<file path="config.mk">
export PLATFORM = sky130hd
export DESIGN_NAME = pipe_stall_ctrl
export DESIGN_NICKNAME = d
export VERILOG_FILES = /design/src/rtl/pipe_stall_ctrl.sv
export SDC_FILE = /design/constraint.sdc
export NUM_CORES = 1
export LEC_CHECK = 0
export BUFFER_PORTS_ARGS = -buffer_cell sky130_fd_sc_hd__buf_4
export CAP_MARGIN = 20
export CORE_ASPECT_RATIO = 0.7
export CORE_UTILIZATION = 45
export CTS_BUF_LIST = sky130_fd_sc_hd__clkbuf_8 sky130_fd_sc_hd__clkbuf_16
export DETAILED_ROUTE_END_ITERATION = 8
export PLACE_DENSITY = 0.74
export SYNTH_ARGS = -nofsm -noshare
export SYNTH_HDL_FRONTEND = slang
export SYNTH_SLANG_ARGS = --single-unit
</file>
<file path="constraint.sdc">
create_clock -name clk -period 4.7 [get_ports clk]
set_input_delay 0.94 -clock clk [delete_from_list [all_inputs] [get_ports clk]]
set_output_delay 0.94 -clock clk [all_outputs]
set_load 0.02 [all_outputs]
</file>
<file path="src/rtl/pipe_stall_ctrl.sv">
// Pipeline stall/flush controller sitting behind the hazard detector.
// Decodes the per-cycle hazard code into stage enables, IF/ID flush and
// ID/EX bubble select, sequences cache-miss waits and multi-cycle branch
// flushes, and keeps saturating performance counters.
module pipe_stall_ctrl #(
  parameter int unsigned FLUSH_CYCLES = 1,
  parameter int unsigned MISS_TIMEOUT = 255,
  parameter int unsigned CNT_W        = 16
) (
  input  logic             clk,
  input  logic             rst_n,
  input  logic [1:0]       hazType,
  input  logic             mem_ready,
  output logic             pc_en,
  output logic             ifid_en,
  output logic             ifid_flush,
  output logic             idex_bubble,
  output logic             idex_en,
  output logic             exmem_en,
  output logic             memwb_en,
  output logic             miss_timeout,
  output logic [CNT_W-1:0] stall_cnt,
  output logic [CNT_W-1:0] flush_cnt,
  output logic [CNT_W-1:0] miss_cnt
);

  localparam logic [1:0] S_RUN   = 2'd0;
  localparam logic [1:0] S_FLUSH = 2'd1;
  localparam logic [1:0] S_MISS  = 2'd2;

  localparam logic [1:0] HZ_DATA = 2'd1;
  localparam logic [1:0] HZ_CTRL = 2'd2;
  localparam logic [1:0] HZ_MISS = 2'd3;

  localparam logic [3:0]       FLUSH_RELOAD = 4'(FLUSH_CYCLES - 1);
  localparam logic [15:0]      TIMEOUT_LIM  = 16'(MISS_TIMEOUT);
  localparam logic [CNT_W-1:0] CNT_MAX      = '1;
  localparam logic [15:0]      WAIT_MAX     = '1;

  logic [1:0]       state_q, state_d;
  logic [3:0]       flush_rem_q, flush_rem_d;
  logic [15:0]      wait_cnt_q, wait_cnt_d;
  logic             timeout_q, timeout_d;
  logic [CNT_W-1:0] stall_cnt_q, stall_cnt_d;
  logic [CNT_W-1:0] flush_cnt_q, flush_cnt_d;
  logic [CNT_W-1:0] miss_cnt_q, miss_cnt_d;

  // Same-cycle stage control decode, in priority order:
  // miss wait > new miss > flush state > control > data > none.
  always_comb begin
    pc_en       = 1'b1;
    ifid_en     = 1'b1;
    idex_en     = 1'b1;
    exmem_en    = 1'b1;
    memwb_en    = 1'b1;
    ifid_flush  = 1'b0;
    idex_bubble = 1'b0;
    if (state_q == S_MISS) begin
      // mem_ready releases every stage in the same cycle; hazType ignored
      if (!mem_ready) begin
        pc_en    = 1'b0;
        ifid_en  = 1'b0;
        idex_en  = 1'b0;
        exmem_en = 1'b0;
        memwb_en = 1'b0;
      end
    end else if (hazType == HZ_MISS) begin
      pc_en    = 1'b0;
      ifid_en  = 1'b0;
      idex_en  = 1'b0;
      exmem_en = 1'b0;
      memwb_en = 1'b0;
    end else if (state_q == S_FLUSH || hazType == HZ_CTRL) begin
      ifid_flush = 1'b1;
    end else if (hazType == HZ_DATA) begin
      pc_en       = 1'b0;
      ifid_en     = 1'b0;
      idex_bubble = 1'b1;
    end
  end

  // Event sequencing: next state, flush/wait counters, timeout and perf counters
  always_comb begin
    state_d     = state_q;
    flush_rem_d = flush_rem_q;
    wait_cnt_d  = wait_cnt_q;
    timeout_d   = timeout_q;
    flush_cnt_d = flush_cnt_q;
    miss_cnt_d  = miss_cnt_q;
    stall_cnt_d = stall_cnt_q;

    if (!pc_en && stall_cnt_q != CNT_MAX) begin
      stall_cnt_d = stall_cnt_q + 1'b1;
    end

    if (state_q == S_MISS) begin
      if (mem_ready) begin
        // flush_rem survived the miss, so an interrupted flush resumes here
        state_d = (flush_rem_q != 4'd0) ? S_FLUSH : S_RUN;
      end else begin
        if (wait_cnt_q != WAIT_MAX) begin
          wait_cnt_d = wait_cnt_q + 1'b1;
        end
        if (wait_cnt_d >= TIMEOUT_LIM) begin
          timeout_d = 1'b1;
        end
      end
    end else if (hazType == HZ_MISS) begin
      state_d    = S_MISS;
      wait_cnt_d = '0;
      if (miss_cnt_q != CNT_MAX) begin
        miss_cnt_d = miss_cnt_q + 1'b1;
      end
    end else if (hazType == HZ_CTRL) begin
      // a new control hazard (re)starts the flush window from RUN or FLUSH
      if (flush_cnt_q != CNT_MAX) begin
        flush_cnt_d = flush_cnt_q + 1'b1;
      end
      if (FLUSH_CYCLES > 1) begin
        flush_rem_d = FLUSH_RELOAD;
        state_d     = S_FLUSH;
      end else begin
        flush_rem_d = '0;
        state_d     = S_RUN;
      end
    end else if (state_q == S_FLUSH) begin
      if (flush_rem_q <= 4'd1) begin
        flush_rem_d = '0;
        state_d     = S_RUN;
      end else begin
        flush_rem_d = flush_rem_q - 1'b1;
      end
    end
  end

  // State and counter registers with synchronous active-low reset
  always_ff @(posedge clk) begin
    if (!rst_n) begin
      state_q     <= S_RUN;
      flush_rem_q <= '0;
      wait_cnt_q  <= '0;
      timeout_q   <= 1'b0;
      stall_cnt_q <= '0;
      flush_cnt_q <= '0;
      miss_cnt_q  <= '0;
    end else begin
      state_q     <= state_d;
      flush_rem_q <= flush_rem_d;
      wait_cnt_q  <= wait_cnt_d;
      timeout_q   <= timeout_d;
      stall_cnt_q <= stall_cnt_d;
      flush_cnt_q <= flush_cnt_d;
      miss_cnt_q  <= miss_cnt_d;
    end
  end

  assign miss_timeout = timeout_q;
  assign stall_cnt    = stall_cnt_q;
  assign flush_cnt    = flush_cnt_q;
  assign miss_cnt     = miss_cnt_q;

endmodule

</file>
* Word-level counts from Yosys, hierarchy flattened
Index checks and enable logic that the tools add are counted.
** Cells by class
- Reduce and logical (&&, ||, !) cells :: 14
- Bitwise gates (word level) :: 3
- $lt $le $gt $ge :: 2
- Add/subtract/negate cells :: 5
- Muxes and demuxes :: 30
- Equality and inequality tests :: 11
** Operators with widths (number)
- 16-bit 2-to-1 mux :: 6
- 16-bit by 1-bit adder with 16-bit output, second input constant :: 4
- 16-bit inequality test, second input constant :: 4
- 16-bit by 8-bit greater-or-equal comparator with 1-bit output, second input constant :: 1
- 1-bit 2-to-1 mux :: 15
- 2-bit 2-to-1 mux :: 6
- 4-bit 2-to-1 mux :: 3
- 3-bit AND reduction :: 4
- 4-bit nonzero test :: 3
- 2-bit equality test, second input constant :: 3
- 2-bit by 1-bit equality test with 1-bit output, second input constant :: 2
- 4-bit by 1-bit <= comparator with 1-bit output, second input constant :: 1
- 2-bit inequality test, second input constant :: 2
- 4-bit AND reduction :: 1
- 2-bit nonzero test :: 2
- 4-bit by 1-bit subtractor with 4-bit output, second input constant :: 1
- 1-bit inverter :: 3
- 2-bit AND reduction :: 1
- 1-bit logical AND :: 1
- 1-bit zero test :: 1
- 1-bit logical OR :: 1
** Storage, ports and cells
- Word-level logic and storage cells :: 72
- Output and inout bits :: 56
- Register bits after elaboration :: 71

* Logic depth before layout (Yosys ltp)
- Depth after elaboration :: 7
- Mapped depth :: 8
- Mapped depth without buffers :: 7

* Worst setup path after synthesis
Ideal clock, no wire load.
- Kind :: input -> output
- Start point :: in hazType[1]
- End point :: out pc_en
- Slack :: 1.576 ns
- Buffers on the path :: 3
- Arrival time :: 2.184 ns
- Stages on the path :: 6
- Cells stage by stage :: nand2b_1 > a21o_1 > nand2_1 > buf_2 > clkbuf_1 > buf_4
** Between the ends
- Longest elaborated chain between the ends :: 5
** RTL lines
- start: declaration :: line 12 : input logic [1:0] hazType,
- 2-bit by 1-bit equality test with 1-bit output / 2-bit equality test (equally long branches) :: line 75, 73
- 1-bit 2-to-1 mux / 1-bit logical OR (equally long branches)
- 1-bit 2-to-1 mux
- 1-bit 2-to-1 mux (*) (2 in series)
- end: declaration :: line 14 : output logic pc_en,
Every way passes the cells marked *; elsewhere a longest branch is shown, timed or not.

* Worst setup path in the final report
- Start point :: reg state_q[1]
- End point :: out pc_en
** Between the ends
- Longest elaborated chain between the ends :: 5
** RTL lines
- start: declaration :: line 40 : logic [1:0] state_q, state_d;
- start signal: assignment :: line 147 : state_q <= state_d;
- 2-bit by 1-bit equality test with 1-bit output :: line 73 : end else if (state_q == S_FLUSH || hazType == HZ_CTRL) begin
- 1-bit logical OR :: line 73
- 1-bit 2-to-1 mux :: line 73
- 1-bit 2-to-1 mux :: line 67 : end else if (hazType == HZ_MISS) begin
- 1-bit 2-to-1 mux (*) :: line 58 : if (state_q == S_MISS) begin
Marked as above.

==> flow_results.org <==
** Outcome
- The flow ran to the end, and the final reports show no timing, DRC or antenna violations.

** Cells and area
- Final Net Count :: 533
- Relative to the synthesized area, the layout overhead comes to 19.2%.
- Registers take 1420 sq um.
- 0 antenna diodes ended up in the layout.
- Leading cell types in the layout, fill and taps excluded :: sky130_fd_sc_hd__dfxtp_1 (71), sky130_fd_sc_hd__buf_4 (62), sky130_fd_sc_hd__nor2_1 (45), sky130_fd_sc_hd__a21oi_1 (37), sky130_fd_sc_hd__nand2_1 (30)
- Once layout is complete, the utilization of the core stands at 0.554.
- Multi-input gate area :: 2330 sq um
- The layout has 777 filler cells.
- Of the cells placed in the final design, the portion with a size suffix greater than 1 is 0.169.
- Most common cell after layout, fill and taps aside :: sky130_fd_sc_hd__dfxtp_1

** STA
- Final setup fails :: 0
- The worst path needs 3260 ps of the cycle, external delays included.
- The final number of max-transition violations is 0.
- Adding up every negative setup slack in the final design gives 0 ps.
- Worst slew margin :: 0.338
- Setup repair after global routing left no endpoint under its margin.
- Transition time at the pin with the least slew margin :: 989 ps
- The total count of hold-check failures in the final report came to 0.
- Between clock sinks in the finished design, the worst skew comes to 4.93 ps.
- Based on the critical path, the design can be clocked at up to 307 MHz.
- In the finished design, the share of the clock period the worst path needs comes to 0.693.

** Global route
- Gr ovfl total :: 0
- Vias in the first global route :: 3388
- Pin count of the biggest net entering global routing :: 65
- Antenna violations before repair :: 0
- The first global-routing pass estimated 15.8 mm of wire.
- Across every metal layer, demand over resource in global routing totals 0.220.

** Synth
- In this run, synthesis produced a sequential element count of 71.
- Share of flip-flops with an asynchronous set or reset :: 0
- Syn Nets :: 488
- By area the synthesized netlist is led by sky130_fd_sc_hd__dfxtp_1 (36%), sky130_fd_sc_hd__a21oi_1 (4.7%), sky130_fd_sc_hd__nor2_1 (4.3%).
- Area share of the leading cell type in the synthesized netlist :: 0.362
- Number of cells produced by synthesis :: 477
- Each instance of the synthesized netlist takes up on average 8.23 sq um.
- The synthesized netlist occupies a cell area of 3930 sq um.
- Count of different cell masters after synthesis :: 56
- Sequential share of the synthesized area :: 0.362
- Count of flip-flops with a built-in enable after synthesis :: 0
- Top cell type by total area after synthesis :: sky130_fd_sc_hd__dfxtp_1
- Count of yosys warnings during synthesis :: 0
- Main synth FF type :: sky130_fd_sc_hd__dfxtp_1

** Placed design
- Port buffering added 60 buffers.
- Routability-driven placement finished with a final weighted congestion of 0.871.
- Half-perimeter wire length after placement :: 6.53 mm

** Power
- For this design the static power due to leakage is 1.72 nW.
- Share of power burned in the clock network :: 0.459
- Pwr dens :: 278 nW/um^2
- For this design the total switching power over the nets is 316 uW.
- Sequential fraction of design power :: 0.473
- Across the VDD grid, the largest voltage drop is 0.160 mV.
- Proportion of power drawn by combinational gates :: 0.068
- Share of total power consumed by net switching :: 0.243
- Internal power :: 986 uW

** Clocking
- Clock latency on the worst-skew pair, taken at its later pin, is 340 ps.
- Hold buffers post-CTS :: 0
- Post-CTS repair changed the size of 0 cells.
- CTS built an H-tree with a depth of 3.
- Clock tree synthesis inserted a total of 9 buffers.
- The tree built by TritonCTS fans out to 71 sinks.
- The tree is rooted in a sky130_fd_sc_hd__clkbuf_16.
- TritonCTS clock tree :: done
- Post-CTS setup repair buffer count :: 0
- After clock tree synthesis, the clock-pin slew on the worst setup and hold paths is 50 ps.
- The clock passes through at most 2 buffers.

** Setup path
- STA classifies the critical path endpoint as an output pin.
- The setup path with the least slack is of type reg2out.
- Largest incremental delay on the critical path :: 610 ps
- Cell family with most CP delay :: simple AND/OR/NAND/NOR gates
- Data on the critical path is required at its endpoint by 3760 ps.
- The number of buffers and inverters on the critical path is 1.
- Of all nets on the critical path, the largest fanout is 22.
- Worst-path cell with the longest stage delay :: sky130_fd_sc_hd__nor2b_1
- Data arrives at the worst endpoint at 2320 ps.
- The worst setup path is launched from a flop.
- Cell breakdown of the critical path :: nor2b_1, a21oi_2, nand2_1, buf_4

** Floorplan
- Die H :: 80.1 um
- The initial utilization of the core area, before any placement, comes to 0.465.
- Core footprint :: 8440 sq um
- The floorplan step set the die width to 114 um.
- Standard-cell rows :: 28
- The die covers 9110 sq um.
- During I/O placement, the number of pins put on the boundary was 61.

** Routing
- Antenna-violating nets left :: 0
- Average wire length per cell after detail routing :: 15.0 um
- The first TritonRoute pass finished after 5 iterations.
- Wirelength, routed :: 9.69 mm
- The routed layout has 3800 vias.
- For this block, the initial DRC count from the detailed router was 292.
- In the routed design, unresolved DRC markers number 0.
- Using the TritonRoute via totals, the vias-per-cell ratio works out to 5.87.

** Job
- Max-cap violations in this run came to 0.

** Hold path
- The min-delay analysis places its worst path in the category reg2reg.
## stage by stage
step	total power, mW	cells	worst slack [ps]	instance area (sq um)	hold slack (ps)
after CTS	1.31	645	1460	4650	496
after global routing	1.35	647	1310	4680	516
after floorplan	0.688	477	1580	3930	478
after detailed placement	0.714	629	1570	4400	490
after global placement	0.713	629	1600	4400	479
final	1.30	647	1440	4680	497
## registers in the layout (all words and copies together), names as in the netlist
name          cells
flush_cnt        16
miss_cnt         16
stall_cnt        16
wait_cnt_q       16
flush_rem_q       4
state_q           2
miss_timeout      1
## cell families after synthesis
logic type	after synthesis	synth area share
simple gates	212	0.303
buf+inv	39	0.0453
mux	6	0.0153
compound gates	117	0.197
xor+xnor	26	0.0580
fa+ha+maj	6	0.0191
flops	71	0.362
## final timing paths
path                              startpoint  slack, ps  depth (start not counted)                         to
hold reg to reg    stall_cnt[9]$_SDFFE_PN0P_        500                          2  stall_cnt[9]$_SDFFE_PN0P_
setup reg to reg  wait_cnt_q[0]$_SDFFE_PN0P_       2350                          6  miss_timeout$_SDFFE_PN0P_
hold / removal     stall_cnt[9]$_SDFFE_PN0P_        500                          2  stall_cnt[9]$_SDFFE_PN0P_
setup / recovery     state_q[1]$_SDFFE_PN0P_       1440                          4                      pc_en
## synth_stat cells (2+ instances only)
| cell | number |
|---|---|
| sky130_fd_sc_hd__dfxtp_1 | 71 |
| sky130_fd_sc_hd__nor2_1 | 45 |
| sky130_fd_sc_hd__a21oi_1 | 37 |
| sky130_fd_sc_hd__nand2_1 | 30 |
| sky130_fd_sc_hd__nand3_1 | 25 |
| sky130_fd_sc_hd__clkbuf_1 | 18 |
| sky130_fd_sc_hd__nand4_1 | 17 |
| sky130_fd_sc_hd__o21ai_0 | 17 |
| sky130_fd_sc_hd__nor3_1 | 16 |
| sky130_fd_sc_hd__o31ai_1 | 14 |
| sky130_fd_sc_hd__or4_1 | 14 |
| sky130_fd_sc_hd__xor2_1 | 14 |
| sky130_fd_sc_hd__and3_1 | 13 |
| sky130_fd_sc_hd__xnor2_1 | 12 |
| sky130_fd_sc_hd__and4_1 | 10 |
| sky130_fd_sc_hd__a211oi_1 | 8 |
| sky130_fd_sc_hd__inv_1 | 8 |
| sky130_fd_sc_hd__nor4_1 | 7 |
| sky130_fd_sc_hd__a311oi_1 | 6 |
| sky130_fd_sc_hd__and2_1 | 6 |
| sky130_fd_sc_hd__buf_2 | 6 |
| sky130_fd_sc_hd__ha_1 | 6 |
| sky130_fd_sc_hd__mux2i_1 | 6 |
| sky130_fd_sc_hd__nand2b_1 | 6 |
| sky130_fd_sc_hd__o41ai_1 | 6 |
| sky130_fd_sc_hd__nor2b_1 | 5 |
| sky130_fd_sc_hd__a31oi_1 | 4 |
| sky130_fd_sc_hd__a41oi_1 | 4 |
| sky130_fd_sc_hd__buf_4 | 4 |
| sky130_fd_sc_hd__o21a_1 | 4 |
| sky130_fd_sc_hd__nand3b_1 | 3 |
| sky130_fd_sc_hd__nand4_2 | 3 |
| sky130_fd_sc_hd__o211ai_1 | 3 |
| sky130_fd_sc_hd__a22oi_1 | 2 |
| sky130_fd_sc_hd__nor3b_1 | 2 |
| sky130_fd_sc_hd__nor4b_1 | 2 |
| sky130_fd_sc_hd__o311ai_0 | 2 |
| sky130_fd_sc_hd__or3_1 | 2 |
| sky130_fd_sc_hd__or3b_2 | 2 |
## layer usage
layer | track usage | part of all wire | vias up
met2 | 0.341 | 0.44 | 118
li1 | - | - | 1885
met4 | 0.0684 | 0.011 | 0
met1 | 0.297 | 0.49 | 1785
met3 | 0.0581 | 0.068 | 12
met5 | 0 | 0 | -
## tightest hold or removal path: stages, from the launching register on
cell	delay, ps
sky130_fd_sc_hd__dfxtp_1	330
sky130_fd_sc_hd__o31ai_1	70
sky130_fd_sc_hd__a21oi_1	50
## area by class of cell
cell class,count,area share
Multi-Input combinational cell,367,0.497
Clock buffer,9,0.0481
Tap cell,120,0.0321
Clock inverter,7,0.00695
Timing Repair Buffer,64,0.105
Inverter,9,0.00722
Sequential cell,71,0.304
## power groups by stage
stage | Sequential (mW) | Combinational, mW | Clock (mW)
2_1_floorplan | 0.632 | 0.0561 | 0
6_report | 0.616 | 0.0881 | 0.597
5_1_grt | 0.617 | 0.0961 | 0.638
3_3_place_gp | 0.629 | 0.0843 | 0
4_1_cts | 0.616 | 0.0857 | 0.612
3_5_place_dp | 0.629 | 0.0852 | 0
Power figures use the tool's default switching activity.
